==> src/rtl/des_result_fifo.sv <==
// -----------------------------------------------------------------------------
// des_result_fifo
// Result buffer between the triple-DES core and the AHB-Lite slave controller.
// Every block flagged by the core's `done` pulse is pushed into a small
// circular FIFO. The slave controller drains it with single-cycle read
// requests, so back-to-back encryptions survive a slow bus master.
//
// Ports
//   HCLK      clock, all state changes on the rising edge
//   HRESET    asynchronous active-low reset
//   clear     synchronous flush of contents and overflow (dominates)
//   done      one-cycle pulse, in_data valid
//   in_data   completed output block from the DES core
//   in_ready  combinational ~full, used to gate the core's enable
//   rd_req    pop request from the slave controller
//   rd_data   registered head entry of the last accepted pop
//   rd_valid  one-cycle pulse, rd_data updated this cycle
//   count     number of stored entries
//   full      count == DEPTH
//   empty     count == 0
//   overflow  sticky, a done pulse was dropped because the FIFO was full
// -----------------------------------------------------------------------------
module des_result_fifo #(
  parameter int DEPTH      = 4,
  parameter int DATA_WIDTH = 64
) (
  input  logic                         HCLK,
  input  logic                         HRESET,
  input  logic                         clear,
  input  logic                         done,
  input  logic [DATA_WIDTH-1:0]        in_data,
  output logic                         in_ready,
  input  logic                         rd_req,
  output logic [DATA_WIDTH-1:0]        rd_data,
  output logic                         rd_valid,
  output logic [$clog2(DEPTH+1)-1:0]   count,
  output logic                         full,
  output logic                         empty,
  output logic                         overflow
);

  localparam int PW = $clog2(DEPTH);
  localparam int CW = $clog2(DEPTH+1);

  logic [DATA_WIDTH-1:0] mem [DEPTH];
  logic [PW-1:0]         wp;
  logic [PW-1:0]         rp;
  logic                  rd_acc;
  logic                  wr_acc;

  // Flags decode straight from the registered counter.
  assign full     = (count == CW'(DEPTH));
  assign empty    = (count == '0);
  assign in_ready = ~full;

  // NOTE: every signal driven here gets a value on every path, so no latch
  // can be inferred.
  always_comb begin
    // A read never falls through an empty FIFO, even with a same-cycle write.
    rd_acc = rd_req & ~empty & ~clear;
    // When full, a same-cycle pop frees the slot the write needs.
    wr_acc = done & (~full | rd_acc) & ~clear;
  end

  // NOTE: the storage array has no reset; stale contents are unreachable once
  // the pointers and count are cleared, and leaving it out keeps it plain
  // flops/RAM without a reset tree.
  always_ff @(posedge HCLK) begin
    if (wr_acc) begin
      mem[wp] <= in_data;
    end
  end

  // NOTE: sequential state uses non-blocking assignments so every register
  // samples the pre-edge values; when full, mem[rp] below still reads the old
  // head even though the write targets the same slot.
  always_ff @(posedge HCLK or negedge HRESET) begin
    if (!HRESET) begin
      wp       <= '0;
      rp       <= '0;
      count    <= '0;
      overflow <= 1'b0;
      rd_valid <= 1'b0;
      rd_data  <= '0;
    end else if (clear) begin
      wp       <= '0;
      rp       <= '0;
      count    <= '0;
      overflow <= 1'b0;
      rd_valid <= 1'b0;
    end else begin
      rd_valid <= rd_acc;
      if (rd_acc) begin
        rd_data <= mem[rp];
        rp      <= rp + PW'(1);
      end
      if (wr_acc) begin
        wp <= wp + PW'(1);
      end
      if (done && !wr_acc) begin
        overflow <= 1'b1;
      end
      case ({wr_acc, rd_acc})
        2'b10:   count <= count + CW'(1);
        2'b01:   count <= count - CW'(1);
        default: count <= count;
      endcase
    end
  end

endmodule
==> config.mk <==
export PLATFORM = sky130hd
export DESIGN_NAME = des_result_fifo
export DESIGN_NICKNAME = d
export VERILOG_FILES = /design/src/rtl/des_result_fifo.sv
export SDC_FILE = /design/constraint.sdc
export NUM_CORES = 1
export LEC_CHECK = 0
export ABC_AREA = 1
export CORE_AREA = 2 2 227 117
export CTS_CLUSTER_SIZE = 10
export DETAILED_ROUTE_END_ITERATION = 7
export DIE_AREA = 0 0 229 119
export PLACE_DENSITY = 0.78
export SLEW_MARGIN = 20
export SYNTH_ARGS = -nofsm -noshare
export SYNTH_HDL_FRONTEND = slang
export SYNTH_SLANG_ARGS = --single-unit
export TNS_END_PERCENT = 100
==> constraint.sdc <==
create_clock -name HCLK -period 3.8 [get_ports HCLK]
set_input_delay 0.38 -clock HCLK [delete_from_list [all_inputs] [get_ports HCLK]]
set_output_delay 0.38 -clock HCLK [all_outputs]
set_load 0.02 [all_outputs]
==> metrics.md, run 1 <==
| Metric | Value |
|---|---|
| Result of the run | finished, final reports clean |
| CTS Root Buffer Type | sky130_fd_sc_hd__clkbuf_16 |
| Maximum number of pins on one net before global-route repair | 74 |
| Initial cell density of the core | 48.7% |
| Synthesized Nets | 1042 |
| Starting DRT DRC Count | 771 |
| Count of cell types in the netlist | 23 |
| Library cell contributing the largest single delay on the critical path | sky130_fd_sc_hd__buf_4 |
| Worst-skew pair later-pin latency | 510 ps |
| Post-detailed-route count of antenna-violating nets | 0 |
| Final period utilization | 64.6% |
| Placer Congestion | 0.837 |
| Number of setup violations in the final report | 0 |
| Final cell count without fillers | 1489 |
| Clock tree from TritonCTS | built |
| Sequential fraction of the synthesis area | 76.2% |
| Leakage | 5.67 nW |
| Yosys reg bits | 329 |
| Final Max Tran Viols | 0 |
| Capturing element type of the critical path | register |
| Average cell area after synthesis | 12.9 um2 |
| Buffers added on ports | 140 |
| Critical Path AT | 2590 ps |
| Number of nets in the layout | 1182 |
| First-pass GRT wire length | 43100 um |
| Die boundary width | 229 um |
| Deepest clock path buffer count | 3 |
| WP data required | 3940 ps |
| Worst setup SP type | input pin |
| Type of the worst min-delay path | register to register |
| Number of instances in the synthesized netlist | 968 |
| Fmax achieved | 0.408 GHz |
| Setup fix buffers added after clock tree synthesis | 0 |
| Family with the most delay on the worst path | buffers and inverters |
| Setup repair after global routing missed its margin | false |
| Router iterations before antenna repair | 5 |
| DRC violation count after routing | 0 |
| Area of the die | 27300 um2 |
| Leftover overflow at the end of global routing | 0 |
| Worst slew pin tran | 788 ps |
| Clock transition at the registers of the reported paths | 50 ps |
| Total via count in the routed design | 7794 |
| Maximum net fanout on the critical path | 43 |
| Register-to-Register Setup Slack | 1360 ps |
| Via/cell ratio | 5.23 |
| Hpwl dp | 16000 um |
| Core Footprint | 25600 um2 |
| Layout overhead on the synthesized area | 21.9% |
| Total buffers and inverters traversed by the critical path | 3 |
| Final-report hold violation count | 0 |
| Row count | 42 |
| Worst hold-check slack | 477 ps |
| Vias in the first global route | 7689 |
| Worst Path Class, Setup | input pin to register |
| Power per cell area | 697 nW/um2 |
| Min Tclk post-route | 2450 ps |
| Total of warnings raised by yosys | 0 |
| DR WL/cell | 18.4 um |
| Post-cts resize count | 0 |
| WL final | 27500 um |
| Total power after layout | 0.0106 W |
| Chip height | 119 um |
| Number of levels in the clock H-tree | 2 |
| Max rail drop VDD | 0.000389 V |
| Max Cap Violations | 0 |
| Combined global-route utilization of all metal layers | 20.3% |
| Number of buffers added by the clock tree synthesis step | 38 |
| Max-slew headroom at the worst pin | 47.5% |
| Summed instance area of the synthesized netlist | 12500 um2 |
| Share of post-route cells with drive strength above 1 | 6.16% |
| Worst path max stage delay | 560 ps |
| Setup_tns | 0 ps |
| Boundary Pins | 141 |
| Hold-fix buffers, CTS | 0 |
| Fillers | 2035 |
| Cell Count Post-Placement | 1419 |
| Number of antenna violations at the first check in global routing | 1 |
| Clock sink count | 329 |
| Post-route clock skew | 17.8 ps |
| Cell-by-cell trace of the critical path | clkdlybuf4s50_1, inv_1, nand2_2, nand2_1, nand3_1, nor2_4, buf_4 |
## power by group
part / leakage [nW] / switching, W / internal, W
sequential: 3.24 / 0.000292 / 0.00438
clock: 0.518 / 0.00133 / 0.00191
combinational: 1.91 / 0.00161 / 0.00109
total: 5.67 / 0.00323 / 0.00738
## cells in the final DEF, fill, tap and decap left out, types with 2 or more instances in the layout
cell type                         count
sky130_fd_sc_hd__nor2_4               4
sky130_fd_sc_hd__nand2_1            214
sky130_fd_sc_hd__edfxtp_1           256
sky130_fd_sc_hd__nand4_1              5
sky130_fd_sc_hd__nor2_1             130
sky130_fd_sc_hd__ha_1                 4
sky130_fd_sc_hd__o22ai_1             64
sky130_fd_sc_hd__clkbuf_1            28
sky130_fd_sc_hd__buf_4               15
sky130_fd_sc_hd__o21ai_0             74
sky130_fd_sc_hd__nand3_1              5
sky130_fd_sc_hd__inv_1               15
sky130_fd_sc_hd__dfrtp_1             71
sky130_fd_sc_hd__clkbuf_16           39
sky130_fd_sc_hd__inv_2                3
sky130_fd_sc_hd__a21oi_1              2
sky130_fd_sc_hd__clkdlybuf4s50_1    139
sky130_fd_sc_hd__a31oi_1              2
sky130_fd_sc_hd__o21ai_1             55
## final timing paths
path,startpoint,endpoint,cells past startpoint
max,clear,mem[0][2],7
max in group asynchronous,HRESET,rp[0],2
max reg2reg,count[0],mem[0][2],7
min in group asynchronous,HRESET,rd_data[18],2
min reg2reg,rd_data[13],rd_data[13],2
min,rd_data[13],rd_data[13],2
## kinds of logic (layout without fill, tap and decap cells)
| kind of cell | Yosys count | count (layout) | synth area share, % |
|---|---|---|---|
| AND/OR/NAND/NOR | 360 | 360 | 11.0 |
| flip-flops | 329 | 329 | 76.2 |
| AO/OA/AOI/OAI | 198 | 198 | 8.69 |
| buffers and inverters | 76 | 244 | 3.57 |
| adder cells (fa/ha/maj) | 5 | 5 | 0.561 |
| other | 0 | 1 | 0 |
## through the flow
stage	area (um2)	worst slack (ps)	utilization, %
2_1_floorplan	12500	-670	-
3_3_place_gp	14100	974	55.1
3_5_place_dp	14100	853	55.1
4_1_cts	15200	1380	59.3
5_1_grt	15200	1190	59.4
6_report	15200	1350	59.4
## layout make-up
cell class	instances	area [um2]	area share (%)
flip-flops and latches	329	9520	62.5
repair buffers	157	1550	10.1
well taps	352	440	2.89
multi-input cells	563	2560	16.8
inverters	19	73.8	0.485
clock inverters	1	8.76	0.0575
diodes	1	2.50	0.0164
clock buffers	67	1080	7.10
## synthesized netlist by cell type
cell | n | share of area (%)
sky130_fd_sc_hd__a21oi_1 | 2 | 0.080
sky130_fd_sc_hd__ha_1 | 4 | 0.40
sky130_fd_sc_hd__edfxtp_1 | 256 | 62
sky130_fd_sc_hd__nand2_2 | 1 | 0.050
sky130_fd_sc_hd__buf_6 | 17 | 1.5
sky130_fd_sc_hd__o21ai_1 | 55 | 2.2
sky130_fd_sc_hd__nand4_1 | 5 | 0.25
sky130_fd_sc_hd__nor2_1 | 134 | 4.0
sky130_fd_sc_hd__inv_1 | 16 | 0.48
sky130_fd_sc_hd__nand2_1 | 214 | 6.4
sky130_fd_sc_hd__o22ai_1 | 64 | 3.2
sky130_fd_sc_hd__clkbuf_1 | 24 | 0.72
sky130_fd_sc_hd__o21ai_0 | 74 | 3.0
sky130_fd_sc_hd__nor2_2 | 1 | 0.050
sky130_fd_sc_hd__clkbuf_2 | 1 | 0.040
sky130_fd_sc_hd__buf_4 | 5 | 0.30
sky130_fd_sc_hd__dfrtp_1 | 73 | 15
sky130_fd_sc_hd__fa_1 | 1 | 0.16
sky130_fd_sc_hd__a31oi_1 | 2 | 0.10
sky130_fd_sc_hd__inv_2 | 3 | 0.090
sky130_fd_sc_hd__a21oi_4 | 1 | 0.13
sky130_fd_sc_hd__nand3_1 | 5 | 0.20
sky130_fd_sc_hd__buf_2 | 10 | 0.40
## flip-flops by register name (all words and copies together) (netlist names)
| signal | flops |
|---|---|
| count | 3 |
| mem | 256 |
| overflow | 1 |
| rd_data | 64 |
| rd_valid | 1 |
| rp | 2 |
| wp | 2 |
## tightest hold or removal path, delay by kind of cell, from the launching register on
kind	cells	cell delay, ps
flops	1	340
simple gates	2	110
## layer usage
metal / vias to the layer above / part of all wire (%) / track usage [%] / wire length, um
li1: 3707 / - / - / -
met1: 3760 / 47 / 31.2 / 12900
met2: 292 / 44 / 29.8 / 12100
met3: 35 / 7.7 / 4.48 / 2110
met4: 0 / 1.4 / 4.14 / 397
met5: - / 0 / 0 / 0
Note: power is estimated with default switching activity, not from simulation.
==> inputs of run 2 (changes only) <==
--- a/config.mk
+++ b/config.mk
@@ -10,7 +10,7 @@
 export CTS_CLUSTER_SIZE = 10
 export DETAILED_ROUTE_END_ITERATION = 7
 export DIE_AREA = 0 0 229 119
-export PLACE_DENSITY = 0.78
+export PLACE_DENSITY = 0.75
 export SLEW_MARGIN = 20
 export SYNTH_ARGS = -nofsm -noshare
 export SYNTH_HDL_FRONTEND = slang
==> constraint.sdc (replaced) <==
create_clock -name HCLK -period 2.3 [get_ports HCLK]
set_input_delay 0.23 -clock HCLK [delete_from_list [all_inputs] [get_ports HCLK]]
set_output_delay 0.23 -clock HCLK [all_outputs]
set_load 0.02 [all_outputs]
==> run 2 against run 1 <==
Net effect: combinational power rose by 73%; global-route usage grew 0.95 points; count of clock-buffer cells in the layout shrank 1; core utilization is 1.0 points higher; wire length grew 3.7%; critical path depth is 3 lower; design area rose by 1.7%; cell count rose by 0.87%; register-to-register slack got worse by 960 ps; sequential share of layout area is 1.0 points lower; worst setup slack got worse by 1200 ps; highest routed layer unchanged.
==> metrics.md, run 2 (synthesized netlist as in run 1, its figures left out) <==
| Metric | Value |
|---|---|
| Worst Path Class, Setup | register to primary output |
| Post-route clock skew | 11.1 ps |
| Clock tree from TritonCTS | built |
| Hpwl dp | 16800 um |
| Number of antenna violations at the first check in global routing | 1 |
| Final-report hold violation count | 0 |
| CTS Root Buffer Type | sky130_fd_sc_hd__clkbuf_16 |
| Number of levels in the clock H-tree | 2 |
| Worst path max stage delay | 610 ps |
| Via/cell ratio | 5.29 |
| Core Footprint | 25600 um2 |
| DRC violation count after routing | 0 |
| Worst setup SP type | register |
| Placer Congestion | 0.787 |
| Number of nets in the layout | 1196 |
| Register-to-Register Setup Slack | 400 ps |
| Largest register by flop count | mem |
| Clock sink count | 329 |
| Worst setup path start | count[1] |
| Row count | 42 |
| Max Cap Violations | 0 |
| Worst hold-check slack | 346 ps |
| Number of buffers added by the clock tree synthesis step | 38 |
| Router iterations before antenna repair | 7 |
| Final Max Tran Viols | 0 |
| Leading cell type in the layout, fill and taps excluded | sky130_fd_sc_hd__edfxtp_1 |
| Top library cells by usage in the layout, fill and taps aside | 256 x sky130_fd_sc_hd__edfxtp_1, 212 x sky130_fd_sc_hd__nand2_1, 139 x sky130_fd_sc_hd__clkdlybuf4s50_1 |
| Min Tclk post-route | 2180 ps |
| Maximum net fanout on the critical path | 4 |
| Result of the run | finished, final reports clean |
| Fmax achieved | 0.458 GHz |
| First-pass GRT wire length | 44800 um |
| End point of the critical path | full |
| Maximum number of pins on one net before global-route repair | 95 |
| Critical Path AT | 1950 ps |
| Vias in the first global route | 7902 |
| Post-detailed-route count of antenna-violating nets | 0 |
| Max-slew headroom at the worst pin | 45.9% |
| Reg-to-reg critical path startpoint | count[1] |
| Share of post-route cells with drive strength above 1 | 7.92% |
| Capturing element type of the critical path | primary output |
| Post-route worst setup slack | 118 ps |
| Chip height | 119 um |
| WL final | 28500 um |
| Minimum setup slack after placement | 108 ps |
| Power per cell area | 1150 nW/um2 |
| Setup repair after global routing missed its margin | false |
| Library cell contributing the largest single delay on the critical path | sky130_fd_sc_hd__clkdlybuf4s50_1 |
| Largest registers | mem (256), rd_data (64), count (3) |
| Leftover overflow at the end of global routing | 0 |
| Worst slew pin tran | 812 ps |
| Final period utilization | 94.9% |
| Boundary Pins | 141 |
| Max rail drop VDD | 0.000590 V |
| Cell Count Post-Placement | 1433 |
| Area of the die | 27300 um2 |
| Buffers added on ports | 140 |
| Leakage | 5.78 nW |
| R2R Path End | count[2] |
| Final cell count without fillers | 1502 |
| Initial cell density of the core | 48.7% |
| Type of the worst min-delay path | input pin to register |
| Layout overhead on the synthesized area | 24.0% |
| Combined global-route utilization of all metal layers | 21.2% |
| Die boundary width | 229 um |
| Starting DRT DRC Count | 817 |
| Total via count in the routed design | 7946 |
| Clock transition at the registers of the reported paths | 50 ps |
| Worst-skew pair later-pin latency | 510 ps |
| Cell-by-cell trace of the critical path | nor2_4, nand2_2, inv_4, clkdlybuf4s50_1 |
| Deepest clock path buffer count | 3 |
| Max reg flops | 256 |
| WP data required | 2070 ps |
| Post-cts resize count | 0 |
| Number of setup violations in the final report | 0 |
| Reg2reg path depth | 13 |
| DR WL/cell | 19.0 um |
## run 2: changes by cell type in the layout (fill, tap and decap cells not counted), sizes merged
cell    delta
buf       +14
clkbuf     -1
## run 2: report_power, final
group / total, W / internal, W / switching, W
Combinational: 0.00470 / 0.00191 / 0.00279
Sequential: 0.00767 / 0.00723 / 0.000435
Clock: 0.00538 / 0.00316 / 0.00222
Total: 0.0177 / 0.0123 / 0.00544
## run 2: timing repair
| item | 4_1_cts | 5_1_grt |
|---|---|---|
| setup buffers | 0 | 0 |
| hold endpoints to repair | 53 | 0 |
| hold buffers | 1 | 0 |
## run 2: worst min path at each step
stage	from	end	slack, ps	cells after the start
6_report	clear	overflow	350	2
5_1_grt	in_data[58]	mem[1][58]	350	1
4_1_cts	clear	overflow	330	2
3_5_place_dp	HRESET	rd_data[16]	370	1
3_3_place_gp	HRESET	rd_data[14]	360	1
2_1_floorplan	HRESET	count[0]	-70	0
## run 2: area by class of cell
type / count / area, um2
Tap cell: 352 / 440
Antenna cell: 1 / 2.50
Sequential cell: 329 / 9520
Clock inverter: 1 / 8.76
Timing Repair Buffer: 171 / 1770
Clock buffer: 66 / 1080
Multi-Input combinational cell: 563 / 2590
Inverter: 19 / 76.3
Fill cell: 2021 / 10200
## run 2: stage by stage
| stage | cell area, um2 | power [W] | utilization [%] | TNS [ps] |
|---|---|---|---|---|
| 3_5_place_dp | 14400 | 0.0125 | 56.1 | 0 |
| 5_1_grt | 15500 | 0.0186 | 60.4 | 0 |
| 6_report | 15500 | 0.0177 | 60.4 | 0 |
| 2_1_floorplan | 12600 | 0.0105 | - | -28570 |
| 4_1_cts | 15500 | 0.0178 | 60.4 | 0 |
| 3_3_place_gp | 14400 | 0.0124 | 56.1 | 0 |
## run 2: worst max-delay path, delay by kind of cell (launching register included)
kind	cells	cell delay, ps
buffers and inverters	2	700
flip-flops	1	450
AND/OR/NAND/NOR	2	290
## run 2: layer usage
metal | wire [um] | up-vias | part of all wire (%) | global-route usage, %
met3 | 1960 | 31 | 6.9 | 5.08
met1 | 14100 | 3913 | 49 | 32.6
met4 | 284 | 0 | 1.0 | 4.06
li1 | - | 3742 | - | -
met2 | 12200 | 260 | 43 | 31.2
met5 | 0 | - | 0 | 0
==> inputs of run 3 (changes only) <==
--- a/config.mk
+++ b/config.mk
@@ -7,6 +7,7 @@
 export LEC_CHECK = 0
 export ABC_AREA = 1
 export CORE_AREA = 2 2 227 117
+export CTS_BUF_LIST = sky130_fd_sc_hd__clkbuf_4
 export CTS_CLUSTER_SIZE = 10
 export DETAILED_ROUTE_END_ITERATION = 7
 export DIE_AREA = 0 0 229 119
==> run 3 against run 2 <==
Net effect: die area stayed put; critical path depth is 1 lower; global-route usage is 0.39 points higher; combinational power hardly changed; clock skew is 16 ps higher; clock power is 14% lower; core utilization is 0.42 points lower; design area is 0.69% lower; first-iteration DRC count is 12% lower; largest power group unchanged; worst hold slack worse by 160 ps.
==> metrics.md, run 3 (synthesized netlist as in run 1, its figures left out) <==
| Metric | Value |
|---|---|
| Leakage | 5.87 nW |
| Clock sink count | 329 |
| Cell Count Post-Placement | 1433 |
| Router iterations before antenna repair | 5 |
| Leading cell type in the layout, fill and taps excluded | sky130_fd_sc_hd__edfxtp_1 |
| Max Cap Violations | 0 |
| Final Max Tran Viols | 0 |
| Total via count in the routed design | 8214 |
| Final cell count without fillers | 1571 |
| Antenna cell count | 0 |
| Worst slew pin tran | 807 ps |
| Maximum number of pins on one net before global-route repair | 95 |
| Share of post-route cells with drive strength above 1 | 14.8% |
| Library cell contributing the largest single delay on the critical path | sky130_fd_sc_hd__clkdlybuf4s50_1 |
| Post-detailed-route count of antenna-violating nets | 0 |
| WP data required | 2070 ps |
| Placer Congestion | 0.787 |
| Fillers | 2086 |
| Worst setup SP type | register |
| Largest registers | mem (256), rd_data (64), count (3) |
| Leftover overflow at the end of global routing | 0 |
| Buffers added on ports | 140 |
| Starting DRT DRC Count | 718 |
| Clock tree from TritonCTS | built |
| Chip height | 119 um |
| Final-report hold violation count | 0 |
| Max rail drop VDD | 0.000670 V |
| Largest register by flop count | mem |
| Combined global-route utilization of all metal layers | 21.6% |
| Post-route clock skew | 27.4 ps |
| Type of the worst min-delay path | input pin to register |
| Fmax achieved | 0.456 GHz |
| Power per cell area | 1100 nW/um2 |
| DRC violation count after routing | 0 |
| Area of combinational cells with multiple inputs | 2590 um2 |
| WL final | 28900 um |
| Boundary Pins | 141 |
| Initial cell density of the core | 48.7% |
| Max-slew headroom at the worst pin | 46.2% |
| Result of the run | finished, final reports clean |
| CTS Root Buffer Type | sky130_fd_sc_hd__clkbuf_4 |
| Worst Path Class, Setup | register to primary output |
| Core Footprint | 25600 um2 |
| Via/cell ratio | 5.23 |
| Cell-by-cell trace of the critical path | nor2_4, nand2_2, clkdlybuf4s50_1 |
| Clock transition at the registers of the reported paths | 70 ps |
| Critical Path AT | 1960 ps |
| Number of buffers added by the clock tree synthesis step | 75 |
| Min Tclk post-route | 2190 ps |
| Capturing element type of the critical path | primary output |
| Setup repair after global routing missed its margin | false |
| Maximum net fanout on the critical path | 4 |
| Worst-skew pair later-pin latency | 690 ps |
| Total power after layout | 0.0170 W |
| Number of levels in the clock H-tree | 3 |
| Vias in the first global route | 8125 |
| Row count | 42 |
| Deepest clock path buffer count | 3 |
| Number of nets in the layout | 1233 |
| Die boundary width | 229 um |
| Number of antenna violations at the first check in global routing | 0 |
| Layout overhead on the synthesized area | 23.2% |
| Top library cells by usage in the layout, fill and taps aside | 256 x sky130_fd_sc_hd__edfxtp_1, 212 x sky130_fd_sc_hd__nand2_1, 137 x sky130_fd_sc_hd__clkdlybuf4s50_1 |
| First-pass GRT wire length | 45400 um |
| Area taken by flip-flops and latches | 9520 um2 |
| Number of setup violations in the final report | 0 |
| Final period utilization | 95.2% |
| Max reg flops | 256 |
| Hpwl dp | 16800 um |
| Area of the die | 27300 um2 |
| Setup fix buffers added after clock tree synthesis | 0 |
| Worst path max stage delay | 550 ps |
| DR WL/cell | 18.4 um |
[run 3: changes by cell type in the layout (fill, tap and decap cells not counted)]
cell,change
sky130_fd_sc_hd__clkbuf_1,-27
sky130_fd_sc_hd__clkbuf_16,-39
sky130_fd_sc_hd__clkbuf_4,+124
sky130_fd_sc_hd__clkdlybuf4s50_1,-2
sky130_fd_sc_hd__clkinv_1,+8
sky130_fd_sc_hd__clkinv_2,+3
sky130_fd_sc_hd__diode_2,-1
sky130_fd_sc_hd__dlygate4sd2_1,+2
sky130_fd_sc_hd__inv_2,+2
sky130_fd_sc_hd__inv_6,-1
[run 3: layout make-up]
cell class                 instances  area share, %
sequential                       329           61.9
multi-input combinational        563           16.9
timing repair buffer             171           11.5
clock buffer                     124           6.05
tap                              352           2.86
inverter                          19          0.496
clock inverter                    13          0.342
[run 3: worst paths after layout]
check                            start     endpoint  slack, ps  cells past startpoint
setup / recovery              count[1]     in_ready        110                      3
hold / removal                   clear     overflow        190                      2
setup reg to reg              count[1]     count[2]        400                     13
hold reg to reg            rd_data[13]  rd_data[13]        480                      2
max in group asynchronous       HRESET  rd_data[35]       1400                      3
min in group asynchronous       HRESET  rd_data[16]        200                      2
[run 3: metrics by stage]
step | utilization (%) | hold slack, ps | instance area (um2) | setup TNS, ps | worst slack (ps)
6_report | 60.0 | 185 | 15400 | 0 | 109
5_1_grt | 60.0 | 132 | 15400 | 0 | 17.0
4_1_cts | 60.0 | 93.6 | 15400 | 0 | 26.1
3_5_place_dp | 56.1 | 372 | 14400 | 0 | 108
3_3_place_gp | 56.1 | 364 | 14400 | 0 | 114
2_1_floorplan | - | -65.6 | 12600 | -28570 | -128
[run 3: critical path, delay by kind of cell, from the launching register on]
| family | cells | cell delay, ps |
|---|---|---|
| flip-flops | 1 | 450 |
| AND/OR/NAND/NOR | 2 | 300 |
| buffers and inverters | 1 | 550 |
[run 3: report_power, final]
group	internal, W	total [W]	switching (W)
combinational	0.00190	0.00470	0.00280
clock	0.00244	0.00465	0.00221
sequential	0.00722	0.00766	0.000434
total	0.0116	0.0170	0.00544
[run 3: what timing repair did]
| item | in CTS | in global routing |
|---|---|---|
| endpoints found under the setup margin | 2 | 0 |
| endpoints found under the hold margin | 53 | 0 |
| hold buffers | 1 | 0 |
| resized for setup | 2 | 0 |
[run 3: layer usage]
| metal | up-vias | global-route usage [%] | wire length (um) |
|---|---|---|---|
| met5 | - | 0 | 0 |
| met4 | 0 | 6.17 | 374 |
| met1 | 3991 | 32.6 | 13900 |
| met2 | 322 | 30.8 | 12300 |
| met3 | 40 | 6.03 | 2330 |
| li1 | 3861 | - | - |
